<file path="config.mk">
export PLATFORM = sky130hd
export DESIGN_NAME = ha_array_accumulator_8x8
export DESIGN_NICKNAME = d
export VERILOG_FILES = /design/src/rtl/ha_acc_pkg.sv /design/src/rtl/ha_acc_pair_merge.sv /design/src/rtl/ha_array_accumulator_8x8.sv
export SDC_FILE = /design/constraint.sdc
export NUM_CORES = 1
export LEC_CHECK = 0
export CAP_MARGIN = 25
export CORE_MARGIN = 1
export CORE_UTILIZATION = 30
export DETAILED_ROUTE_END_ITERATION = 10
export HOLD_SLACK_MARGIN = 0.1
export PLACE_DENSITY_LB_ADDON = 0.05
export SLEW_MARGIN = 30
export SYNTH_ARGS = -nofsm -noshare
export SYNTH_HDL_FRONTEND = slang
export SYNTH_SLANG_ARGS = --single-unit
</file>
<file path="constraint.sdc">
create_clock -name clk -period 2.67 [get_ports clk]
set_clock_uncertainty 0.15 [all_clocks]
set_input_delay 0.4005 -clock clk [delete_from_list [all_inputs] [get_ports clk]]
set_output_delay 0.4005 -clock clk [all_outputs]
set_load 0.02 [all_outputs]
</file>
<file path="src/rtl/ha_acc_pkg.sv">
// Shared widths, row struct and row-value helper for the ha_array accumulator.
package ha_acc_pkg;

    localparam int unsigned ROW_W  = 10;
    localparam int unsigned PAIR_W = 13;
    localparam int unsigned SUM_W  = 17;
    localparam int unsigned T_W    = 9;
    localparam int unsigned B_W    = 7;

    typedef struct packed {
        logic [T_W-1:0] t;
        logic [B_W-1:0] b;
    } ha_row_t;

    // Carry row sits two bit positions above its sum row.
    function automatic logic [ROW_W-1:0] row_value(input ha_row_t row);
        return ROW_W'(row.t) + (ROW_W'(row.b) << 2);
    endfunction

endpackage

</file>
<file path="src/rtl/ha_acc_pair_merge.sv">
// Combinational merge of two adjacent half-adder rows: R_even + (R_odd << 2).
module ha_acc_pair_merge
    import ha_acc_pkg::*;
(
    input  ha_row_t            i_row_even,
    input  ha_row_t            i_row_odd,
    output logic [PAIR_W-1:0]  o_sum
);

    always_comb begin
        o_sum = PAIR_W'(row_value(i_row_even)) + (PAIR_W'(row_value(i_row_odd)) << 2);
    end

endmodule

</file>
<file path="src/rtl/ha_array_accumulator_8x8.sv">
// Two-stage valid/ready reducer folding four ha_array row pairs into a saturated 16-bit product.
// Optional bias compensation is compiled in with the HA_ACC_ERR_COMP_EN macro.
module ha_array_accumulator_8x8
    import ha_acc_pkg::*;
#(
    parameter logic [15:0] COMP_BIAS = 16'd64
) (
    input  logic              clk,
    input  logic              rst_n,
    input  logic              in_valid,
    output logic              in_ready,
    input  logic [T_W-1:0]    ha_array_0_t,
    input  logic [T_W-1:0]    ha_array_1_t,
    input  logic [T_W-1:0]    ha_array_2_t,
    input  logic [T_W-1:0]    ha_array_3_t,
    input  logic [B_W-1:0]    ha_array_0_b,
    input  logic [B_W-1:0]    ha_array_1_b,
    input  logic [B_W-1:0]    ha_array_2_b,
    input  logic [B_W-1:0]    ha_array_3_b,
    output logic              out_valid,
    input  logic              out_ready,
    output logic [15:0]       out_product,
    output logic              out_ovf
);

`ifdef HA_ACC_ERR_COMP_EN
    localparam logic [SUM_W-1:0] BIAS_TERM = SUM_W'(COMP_BIAS);
`else
    // Constant zero: the addition folds away and COMP_BIAS has no effect.
    localparam logic [SUM_W-1:0] BIAS_TERM = SUM_W'(COMP_BIAS) & {SUM_W{1'b0}};
`endif

    ha_row_t             w_row0, w_row1, w_row2, w_row3;
    logic [PAIR_W-1:0]   w_pair_a, w_pair_b;
    logic [SUM_W-1:0]    w_sum;
    logic                w_s1_ready, w_s2_ready;

    logic                r_s1_valid;
    logic [PAIR_W-1:0]   r_s1_a, r_s1_b;
    logic                r_out_valid;
    logic [15:0]         r_out_product;
    logic                r_out_ovf;

    assign w_row0 = {ha_array_0_t, ha_array_0_b};
    assign w_row1 = {ha_array_1_t, ha_array_1_b};
    assign w_row2 = {ha_array_2_t, ha_array_2_b};
    assign w_row3 = {ha_array_3_t, ha_array_3_b};

    ha_acc_pair_merge u_merge_a (
        .i_row_even (w_row0),
        .i_row_odd  (w_row1),
        .o_sum      (w_pair_a)
    );

    ha_acc_pair_merge u_merge_b (
        .i_row_even (w_row2),
        .i_row_odd  (w_row3),
        .o_sum      (w_pair_b)
    );

    assign w_s2_ready = !r_out_valid || out_ready;
    assign w_s1_ready = !r_s1_valid || w_s2_ready;
    assign w_sum      = SUM_W'(r_s1_a) + (SUM_W'(r_s1_b) << 4) + BIAS_TERM;

    always_ff @(posedge clk or negedge rst_n) begin
        if (!rst_n) begin
            r_s1_valid    <= 1'b0;
            r_s1_a        <= '0;
            r_s1_b        <= '0;
            r_out_valid   <= 1'b0;
            r_out_product <= '0;
            r_out_ovf     <= 1'b0;
        end else begin
            if (w_s1_ready) begin
                r_s1_valid <= in_valid;
                if (in_valid) begin
                    r_s1_a <= w_pair_a;
                    r_s1_b <= w_pair_b;
                end
            end
            if (w_s2_ready) begin
                r_out_valid <= r_s1_valid;
                if (r_s1_valid) begin
                    r_out_product <= w_sum[SUM_W-1] ? 16'hFFFF : w_sum[15:0];
                    r_out_ovf     <= w_sum[SUM_W-1];
                end
            end
        end
    end

    assign in_ready    = w_s1_ready;
    assign out_valid   = r_out_valid;
    assign out_product = r_out_product;
    assign out_ovf     = r_out_ovf;

endmodule
</file>
## Word-level counts from Yosys, hierarchy flattened

Index checks and enable logic that the tools add are counted.

| word-level totals | value |
|---|---|
| bits in registers | 45 |
| input port bits | 68 |
| output and inout bits | 19 |
| logic and storage cells | 20 |

| operators by class | value |
|---|---|
| add/subtract/negate cells | 7 |
| muxes and demuxes | 1 |
| reduce and logical (&&, ||, !) cells | 6 |

Operators by type and width:

| cell | number |
|---|---|
| $add 9x9->10 | 4 |
| $add 10x12->13 | 2 |
| $add 13x17->17 | 1 |
| $mux 16 | 1 |
| $reduce_and 2->1 | 2 |
| $logic_not 1->1 | 2 |
| $logic_or 1x1->1 | 2 |

## Logic depth before layout (Yosys ltp)

Gate-level depths: netlist of the first run.

| logic depth | value |
|---|---|
| depth after elaboration | 4 |
| mapped depth | 14 |

## By module

From an unflattened synthesis of the first run, not the netlist that was laid out.

| unflattened totals | value |
|---|---|
| cells, all modules | 355 |
| area, all modules | 3771.1 µm² |

By module, submodules not included:

| module | instances | cells an instance | area each (µm²) |
|---|---|---|---|
| ha_array_accumulator_8x8 | 1 | 173 | 2182.1 |
| ha_acc_pair_merge | 2 | 91 | 794.5 |

## Worst setup path before layout of the first run

No wires, ideal clock.

| timing path | value |
|---|---|
| kind | input to register |
| start point | input port ha_array_1_t[2] |
| end point | register r_s1_a[12] |
| library setup time | 0.122 ns |
| data arrival time | 2.943 ns |
| data required time | 2.398 ns |
| setup slack | -0.544 ns |
| stages | 12 |
| buffers on the path | 0 |
| cells stage by stage | ha_1 -> inv_1 -> fa_1 -> nand2b_1 -> a21oi_1 -> nor2_1 -> fa_1 -> ha_1 -> or4_1 -> nor2_1 -> nor4_1 -> a32o_1 |

| between the ends | value |
|---|---|
| cells in the longest elaborated chain, start to end | 2 |

Ends and longest elaborated chain:

| item | RTL line | source |
|---|---|---|
| start: declaration | ha_array_accumulator_8x8.sv:13 | `input logic [T_W-1:0] ha_array_1_t,` |
| $add 9x9->10 | ha_acc_pkg.sv:17 | `return ROW_W'(row.t) + (ROW_W'(row.b) << 2);` |
| $add 10x12->13 | ha_acc_pair_merge.sv:11 | `o_sum = PAIR_W'(row_value(i_row_even)) + (PAIR_W'(row_value(i_row_odd)) << 2);` |
| end signal: assignment | ha_array_accumulator_8x8.sv:77 | `r_s1_a <= w_pair_a;` |
| end: declaration | ha_array_accumulator_8x8.sv:39 | `logic [PAIR_W-1:0] r_s1_a, r_s1_b;` |

Every way passes these cells.
A chain may end at the register's enable or synchronous reset.

## Worst setup path in the final report of the first run

| timing path | value |
|---|---|
| start point | input port ha_array_1_t[2] |
| end point | register r_s1_a[11] |

Same word-level chain as after synthesis.

==> results.sh, run 1 <==
export IMPL_cts_path_max_buffers=2
export IMPL_synthCells=366
export IMPL_swShare_pct=39.5
export IMPL_leakagePower_nw=2.42
export IMPL_setup_tns_ns=-2.28
export IMPL_synth_seq_area_share_pct=31.0
export IMPL_clock_fmax_mhz=329
export IMPL_vias_per_cell=4.88
export IMPL_cp_top_family="adder cells"
export IMPL_cts_sinks=45
export IMPL_synthFlopType="dfrtp_1"
export IMPL_status="complete, but fails checks"
export IMPL_grt_usage_pct=13.9
export IMPL_final_nets=635
export IMPL_power_frac_comb_pct=62.9
export IMPL_grt_max_degree=26
export IMPL_synth_warnings=0
export IMPL_drt_iter0_markers=119
export IMPL_r2r_start="r_s1_a[4]"
export IMPL_synth_seq_cells=45
export IMPL_fp_dieH_um=112
export IMPL_p_int_mw=2.80
export IMPL_ioPinCount=87
export IMPL_io_buffers=86
export IMPL_critical_path_buf_inv_count=2
export IMPL_dpl_hpwl_um=6640
export IMPL_placedInstanceArea_um2=5230
export IMPL_vias=3196
export IMPL_slew_headroom_pct=65.8
export IMPL_setup_slack_ns=-0.366
export IMPL_min_from="out_product[8]"
export IMPL_numCtsBuffers=5
export IMPL_htreeDepth=2
export IMPL_worstSetupStartpointType="primary input"
export IMPL_required_ns=2.69
export IMPL_final_hold_viol_count=0
export IMPL_place_gp_congestion=0.775
export IMPL_grt_pass1_wl_um=14400
export IMPL_p_sw_mw=1.83
export IMPL_rsz0062_at_grt="yes"
export IMPL_critPathSlowestCell="fa_1"
export IMPL_crit_arrival_ns=3.06
export IMPL_whs_ns=0.317
export IMPL_slowest_delay_ns=0.47
export IMPL_synth_cell_area_um2=3630
export IMPL_synth_edf_count=0
export IMPL_grt_overflow_total=0
export IMPL_crit_start="ha_array_1_t[2]"
export IMPL_antennaDiodeCount=0
export IMPL_violations="design-rule violations, negative setup slack"
export IMPL_slew_viol_final=0
export IMPL_syn2layout_area_growth_pct=58.7
export IMPL_dr_pass1_iters=7
export IMPL_pwr_share_seq_pct=23.8
export IMPL_p_clk_share_pct=13.3
export IMPL_start_util_pct=31.2
export IMPL_hold_path_class="flip-flop to flip-flop"
export IMPL_regArea_um2=1130
export IMPL_cts_tree="yes"
export IMPL_endpoint_kind="flip-flop"
export IMPL_crit_chain="buf_6 -> ha_4 -> inv_2 -> fa_2 -> nand2b_4 -> nand2b_4 -> a211oi_2 -> nor2_1 -> fa_1 -> ha_4 -> o21a_1 -> o31a_1 -> o21ai_2 -> xnor2_1 -> mux2_4"
export IMPL_fin_cells=655
export IMPL_core_area_um2=11600
export IMPL_fillCellCount=1137
export IMPL_rows=39
export IMPL_wl_um=8340
export IMPL_place_inst=636
export IMPL_die_w_um=112
export IMPL_design_area_um2=5760
export IMPL_routedWlPerCell_um=12.7
export IMPL_tightest_slew_ns=0.513
export IMPL_drc=7
export IMPL_dieArea_um2=12500
export IMPL_synth_nets=490
export IMPL_finalCritPeriodShare_pct=114
export IMPL_multiInputGateArea_um2=2900
export IMPL_peakVddDrop_v=0.000276
export IMPL_p_per_area_nw_per_um2=803
export IMPL_root_buffer="clkbuf_16"
export IMPL_avgSynthCellArea_um2=9.91
export IMPL_clkTransAtPathRegs_ns=0.06
export IMPL_antenna_found_initial=0
export IMPL_drive_gt1_share_pct=32.4
export IMPL_clock_latency_ns=0.29
export IMPL_grt_pass1_vias=3154
export IMPL_crit_fanout=3
export IMPL_cap_viol_max_count=0
export IMPL_ys_types=53
export IMPL_drt_antenna_violating_nets=0
export IMPL_async_flop_share_pct=100
export IMPL_worstSetupPathType="primary input to flip-flop"
export IMPL_fin_crit_ns=3.04
export IMPL_setup_viol=10
## state kept, by name, summed over array words and instances (netlist names)
name / count
out_valid: 1
r_s1_valid: 1
out_product: 16
out_ovf: 1
r_s1_b: 13
r_s1_a: 13
## path summary, 6_finish.rpt
path,cells after the start,endpoint,slack (ns)
max,15,r_s1_a[11],-0.37
min,2,out_product[8],0.32
max reg2reg,9,out_product[15],0.24
min reg2reg,2,out_product[8],0.32
max in group asynchronous,3,out_product[8],1.21
min in group asynchronous,2,r_s1_a[0],0.47
## final cells by class
class	count	area share [%]
tap	143	3.11
multi-input combinational	293	50.4
clock buffer	5	2.17
inverter	20	1.30
sequential	45	19.6
clock inverter	3	0.369
timing repair buffer	146	23.1
## cells in the mapped netlist, drive strengths merged, types with 7 or more instances
library cell / instances / area, µm²
dfrtp: 45 / 1130
ha: 37 / 463
nand2: 29 / 116
o21ai: 28 / 144
nor2: 23 / 86.3
inv: 20 / 75.1
fa: 19 / 380
a21oi: 14 / 73.8
o21a: 12 / 90.1
xnor2: 12 / 105
o22a: 10 / 87.6
mux2: 9 / 101
xor2: 9 / 78.8
a211oi: 8 / 60.1
clkbuf: 8 / 31.3
nand2b: 8 / 50.1
nor3: 8 / 40.0
nor2b: 7 / 43.8
o31ai: 7 / 52.6
## worst min-delay path, delay by kind of cell, from the launching register on
family	cells	cell delay, ns
DFF	1	0.34
and+or+nand+nor	2	0.10
## cells in the final DEF (no fill, tap or decap), drive strengths merged, types with 3 or more instances in the layout
cell           count
nor2              23
ha                37
nor2b              7
nor3               8
or3                3
mux2               9
o22a              10
nand2b             8
buf               70
clkdlybuf4s15      3
a211oi             8
inv               21
o31ai              7
nand2             29
clkdlybuf4s50     69
a31oi              5
xnor2             12
nor4               5
o21ai             28
a21oi             14
dfrtp             45
clkbuf             7
or4                4
fa                19
xor2               9
a21o               5
o21a              12
o211ai             4
## power groups by stage
| stage | Clock, mW | Combinational (mW) | Sequential (mW) |
|---|---|---|---|
| after CTS | 0.639 | 2.74 | 1.11 |
| final | 0.616 | 2.91 | 1.10 |
| after global placement | 0 | 2.56 | 1.11 |
| after global routing | 0.667 | 3.19 | 1.14 |
| after detailed placement | 0 | 2.58 | 1.12 |
| after floorplan | 0 | 1.57 | 1.22 |
## metal layers
metal	share of wire [%]	wire [µm]	global-route usage [%]
met5	0	0	0
met2	46	3800	23.3
met1	49	4090	18.7
met4	1.6	130	4.27
met3	3.8	320	1.91
## kinds of logic (layout without fill, tap and decap cells)
family | count (synthesis) | in the layout | synth area share, %
adders and majority gates | 56 | 56 | 23.2
muxes | 9 | 9 | 2.79
AOI/OAI and AO/OA | 108 | 108 | 21.0
xor gates and xnor gates | 21 | 21 | 5.07
buffers and inverters | 28 | 174 | 2.93
DFF | 45 | 45 | 31.0
and+or+nand+nor | 99 | 99 | 13.9
## through the flow
stage                     util [%]  total power [mW]  worst slack, ns
after floorplan                  -              2.79           -0.460
after global placement        45.0              3.67            -1.07
after detailed placement      45.0              3.70            -1.11
after CTS                     48.0              4.49           -0.431
after global routing          49.6              5.00           -0.522
final                         49.6              4.62           -0.366
## repair_timing
item | CTS | global route
hold buffers | 1 | 0
resized for setup | 87 | 43
setup endpoints to repair | 15 | 13
hold endpoints to repair | 22 | 0
setup buffers | 9 | 5
pin swaps | 45 | 52
Note: power is estimated with default switching activity, not from simulation.
==> run 2, diff against run 1 <==
- CORE_MARGIN: 1 -> default
==> results of run 2 <==
Final layout, timing and power as in run 1 (identical DEF).
==> run 3, diff against run 2 <==
- SKIP_LAST_GASP: default -> 1
==> run 3 against run 2 <==
- critical endpoint unchanged
- final area barely moved
- largest power group unchanged
- total power up 0.11%
- highest routed layer unchanged
- setup slack about the same
- the flow still finishes with violations (design-rule violations, negative setup slack)
==> results.sh, run 3 (synthesis gave the netlist of run 1 again) <==
export IMPL_status="complete, but fails checks"
export IMPL_violations="design-rule violations, negative setup slack"
export IMPL_vias=3199
export IMPL_fp_dieH_um=112
export IMPL_final_common_cell="clkdlybuf4s50_1"
export IMPL_setup_tns_ns=-2.54
export IMPL_root_buffer="clkbuf_16"
export IMPL_syn2layout_area_growth_pct=58.6
export IMPL_drt_iter0_markers=112
export IMPL_cap_viol_max_count=0
export IMPL_final_nets=635
export IMPL_whs_ns=0.317
export IMPL_routedWlPerCell_um=12.7
export IMPL_crit_arrival_ns=3.06
export IMPL_largest_reg_flops=16
export IMPL_antenna_found_initial=0
export IMPL_dr_pass1_iters=7
export IMPL_grt_pass1_wl_um=14400
export IMPL_die_w_um=112
export IMPL_core_area_um2=11600
export IMPL_antennaDiodeCount=0
export IMPL_setup_viol=10
export IMPL_clock_latency_ns=0.29
export IMPL_required_ns=2.69
export IMPL_total_power_mw=4.63
export IMPL_p_per_area_nw_per_um2=804
export IMPL_io_buffers=86
export IMPL_rows=39
export IMPL_critPathSlowestCell="fa_1"
export IMPL_drt_antenna_violating_nets=0
export IMPL_grt_max_degree=26
export IMPL_final_cell_mix="clkdlybuf4s50_1 (69), buf_4 (51), dfrtp_1 (45)"
export IMPL_fillCellCount=1141
export IMPL_clkTransAtPathRegs_ns=0.06
export IMPL_fin_crit_ns=3.04
export IMPL_place_gp_congestion=0.775
export IMPL_grt_usage_pct=13.9
export IMPL_endpoint_kind="flip-flop"
export IMPL_worstSetupPathType="primary input to flip-flop"
export IMPL_cts_tree="yes"
export IMPL_placedInstanceArea_um2=5230
export IMPL_fin_cells=655
export IMPL_worstSetupStartpointType="primary input"
export IMPL_regArea_um2=1130
export IMPL_ioPinCount=87
export IMPL_drc=7
export IMPL_slowest_delay_ns=0.47
export IMPL_setup_slack_ns=-0.367
export IMPL_cts_path_max_buffers=2
export IMPL_place_inst=636
export IMPL_dp_worst_setup_slack_ns=-1.11
export IMPL_cts_sinks=45
export IMPL_clock_fmax_mhz=329
export IMPL_leakagePower_nw=2.42
export IMPL_numCtsBuffers=5
export IMPL_grt_overflow_total=0
export IMPL_crit_fanout=3
export IMPL_slew_headroom_pct=65.8
export IMPL_peakVddDrop_v=0.000278
export IMPL_rsz0062_at_grt="yes"
export IMPL_vias_per_cell=4.88
export IMPL_drive_gt1_share_pct=32.2
export IMPL_finalCritPeriodShare_pct=114
export IMPL_tightest_slew_ns=0.513
export IMPL_crit_chain="buf_6 -> ha_4 -> inv_2 -> fa_2 -> nand2b_4 -> nand2b_4 -> a211oi_2 -> nor2_1 -> fa_1 -> ha_4 -> o21a_1 -> o31a_1 -> o21ai_2 -> xnor2_1 -> mux2_4"
export IMPL_hold_path_class="flip-flop to flip-flop"
export IMPL_final_hold_viol_count=0
export IMPL_finish_utilization_pct=49.5
export IMPL_dieArea_um2=12500
export IMPL_start_util_pct=31.2
export IMPL_wl_um=8330
export IMPL_grt_pass1_vias=3150
export IMPL_slew_viol_final=0
export IMPL_multiInputGateArea_um2=2900
export IMPL_htreeDepth=2
export IMPL_design_area_um2=5750
export IMPL_dpl_hpwl_um=6640
## run 3: changes by cell type in the layout (fill, tap and decap cells not counted), moves of 2 or more
cell	change
fa_1	+2
o31ai_2	+3
o31ai_1	-3
fa_2	-2
## run 3: final cells by class
type	instances	area share, %
Multi-Input combinational cell	293	50.4
Clock inverter	3	0.370
Sequential cell	45	19.6
Inverter	20	1.30
Timing Repair Buffer	146	23.1
Clock buffer	5	2.17
Tap cell	143	3.11
## run 3: repair_timing
| action | 4_1_cts | 5_1_grt |
|---|---|---|
| gates resized for setup | 83 | 44 |
| hold endpoints to repair | 22 | 0 |
| pin swaps | 43 | 51 |
| hold buffers | 1 | 0 |
| setup buffers | 9 | 5 |
| setup endpoints to repair | 15 | 13 |
| gates cloned | 0 | 0 |
## run 3: worst max-delay path: cells and delay by family
family,cells,cell delay (ns)
XOR/XNOR,1,0.14
multiplexers,1,0.26
adder cells (fa/ha/maj),4,1.26
AND/OR/NAND/NOR,3,0.39
buffers and inverters,2,0.11
AO/OA/AOI/OAI,4,0.47
## run 3: path summary, 6_finish.rpt
path / cells after the start / to / start / slack, ns
worst max-delay path: 15 / r_s1_a[11] / ha_array_1_t[2] / -0.37
worst min-delay path: 2 / out_product[8] / out_product[8] / 0.32
worst max register to register: 9 / out_product[15] / r_s1_a[4] / 0.25
worst min register to register: 2 / out_product[8] / out_product[8] / 0.32
max in group asynchronous: 3 / out_product[8] / rst_n / 1.22
min in group asynchronous: 2 / r_s1_a[0] / rst_n / 0.47
## run 3: power breakdown
group	internal (mW)	leakage [nW]	switching, mW	total (mW)
clock network	0.348	0.0702	0.270	0.618
logic	1.51	1.83	1.40	2.91
registers	0.938	0.527	0.162	1.10
## run 3: layer usage
layer  vias to the layer above  track usage [%]  share of wire [%]  wire [µm]
met5                         -                0                  0          0
met4                         0             4.27                1.6        130
met3                        10             1.91                4.1        344
met2                        75             23.2                 46       3800
met1                      1485             18.7                 49       4050
li1                       1629                -                  -          -
==> edit, RTL diff (flow settings as in run 2) <==
Add a define of `HA_ACC_ERR_COMP_EN`.
--- a/src/rtl/ha_array_accumulator_8x8.sv
+++ b/src/rtl/ha_array_accumulator_8x8.sv
@@ -1,5 +1,7 @@
 // Two-stage valid/ready reducer folding four ha_array row pairs into a saturated 16-bit product.
 // Optional bias compensation is compiled in with the HA_ACC_ERR_COMP_EN macro.
+`define HA_ACC_ERR_COMP_EN
+
 module ha_array_accumulator_8x8
     import ha_acc_pkg::*;
 #(
Function: changed (a bounded check fails within 4 cycles, from zero or initial values and one cycle with rst_n low).
==> edit against run 2 <==
- the run ends with negative setup slack left
- synthesized cell count rose by 3.6%
- combinational power rose by 12%
- synthesized area rose by 1.9%
- hold slack improved by 0.013 ns
- final area rose by 4.1%
- critical path depth fell by 1
- count of clock-buffer cells in the layout did not move
- power rose by 11%
- clock power rose by 28%
- sequential cell count did not move
- setup slack improved by 0.13 ns
- cell count rose by 6.1%
- wire length rose by 0.22%
- critical endpoint unchanged
- largest cell class unchanged
- highest routed layer unchanged
==> edit: results (changes against run 2) <==
- Outcome: finished, violations left
- Failing checks: negative setup slack
- Final worst slack: -0.240 ns (+0.126 ns)
- Inst Count DP: 661 (+3.9%)
- Drt initial violations: 101 (-15%)
- Routed Wire Length: 8.36 mm (+0.22%)
- Power Dens Cells: 858 nW/µm² (+6.9%)
- P_int: 3.23 mW (+16%)
- Mapped Nets: 512 (+4.5%)
- First-pass GRT wire length: 14.9 mm (+4.0%)
- Final setup violation count: 11 (+1)
- Layout cells sized above 1: 33.4% (+0.97 points)
- Worst setup path start: ha_array_1_b[0]
- WP data arrival: 2.93 ns (-0.13 ns)
- Peak VDD IR: 0.366 mV (+33%)
- First-pass DRT Iterations: 4 (-3)
- HPWL Detailed: 6.46 mm (-2.8%)
- Synthesized-area fraction occupied by adder cells: 25.9% (+2.6 points)
- Synth top area cells: dfrtp_1 30%, ha_1 16%, fa_1 10%, nor2_1 4.1%, xnor2_1 3.3%
- WL met1: 4.13 mm (+1.0%)
- Sequential share of the synthesized area: 30.5% (-0.58 points)
- Tot GR Track Use: 14.3% (+0.41 points)
- Vias: 3245 (+1.5%)
- WL met3: 240 µm (-25%)
- Hold WS: 0.329 ns (+0.0126 ns)
- Mux contribution to synthesized area: 2.71% (-0.086 points)
- Compound-Gate Fraction of Synth Area: 18.6% (-2.4 points)
- Most frequent cells after synthesis: 46 x ha_1, 45 x dfrtp_1, 40 x nor2_1
- XOR/XNOR Fraction of Synth Area: 6.13% (+1.1 points)
- Worst hold start: r_s1_b[2]
==> edit: cell types whose count changed in the layout (fill, tap and decap cells not counted), sizes merged, moves of 7 or more <==
cell and change:
dlygate4sd2 +7, nor2 +17, a21oi +9, nor3 -8, o22a -10, buf +22, ha +9
==> edit: metal layers <==
layer | vias to the layer above | track usage [%]
li1 | 1676 | -
met1 | 1500 | 18.9
met2 | 62 | 24.7
met3 | 7 | 1.71
met4 | 0 | 4.21
met5 | - | 0
==> edit: cell type report <==
class	count	share of cell area, %
clock inverter	3	1.09
inverter	23	1.44
multi-input combinational	303	48.4
timing repair buffer	169	25.1
tap	147	3.07
sequential	45	18.8
clock buffer	5	2.09
==> edit: kinds of logic (layout without fill, tap and decap cells) <==
family          after synthesis  count (layout)
compound gates              104             104
simple gates                100             100
fa+ha+maj                    65              65
flops                        45              45
buf+inv                      31             200
xor+xnor                     25              25
mux                           9               9
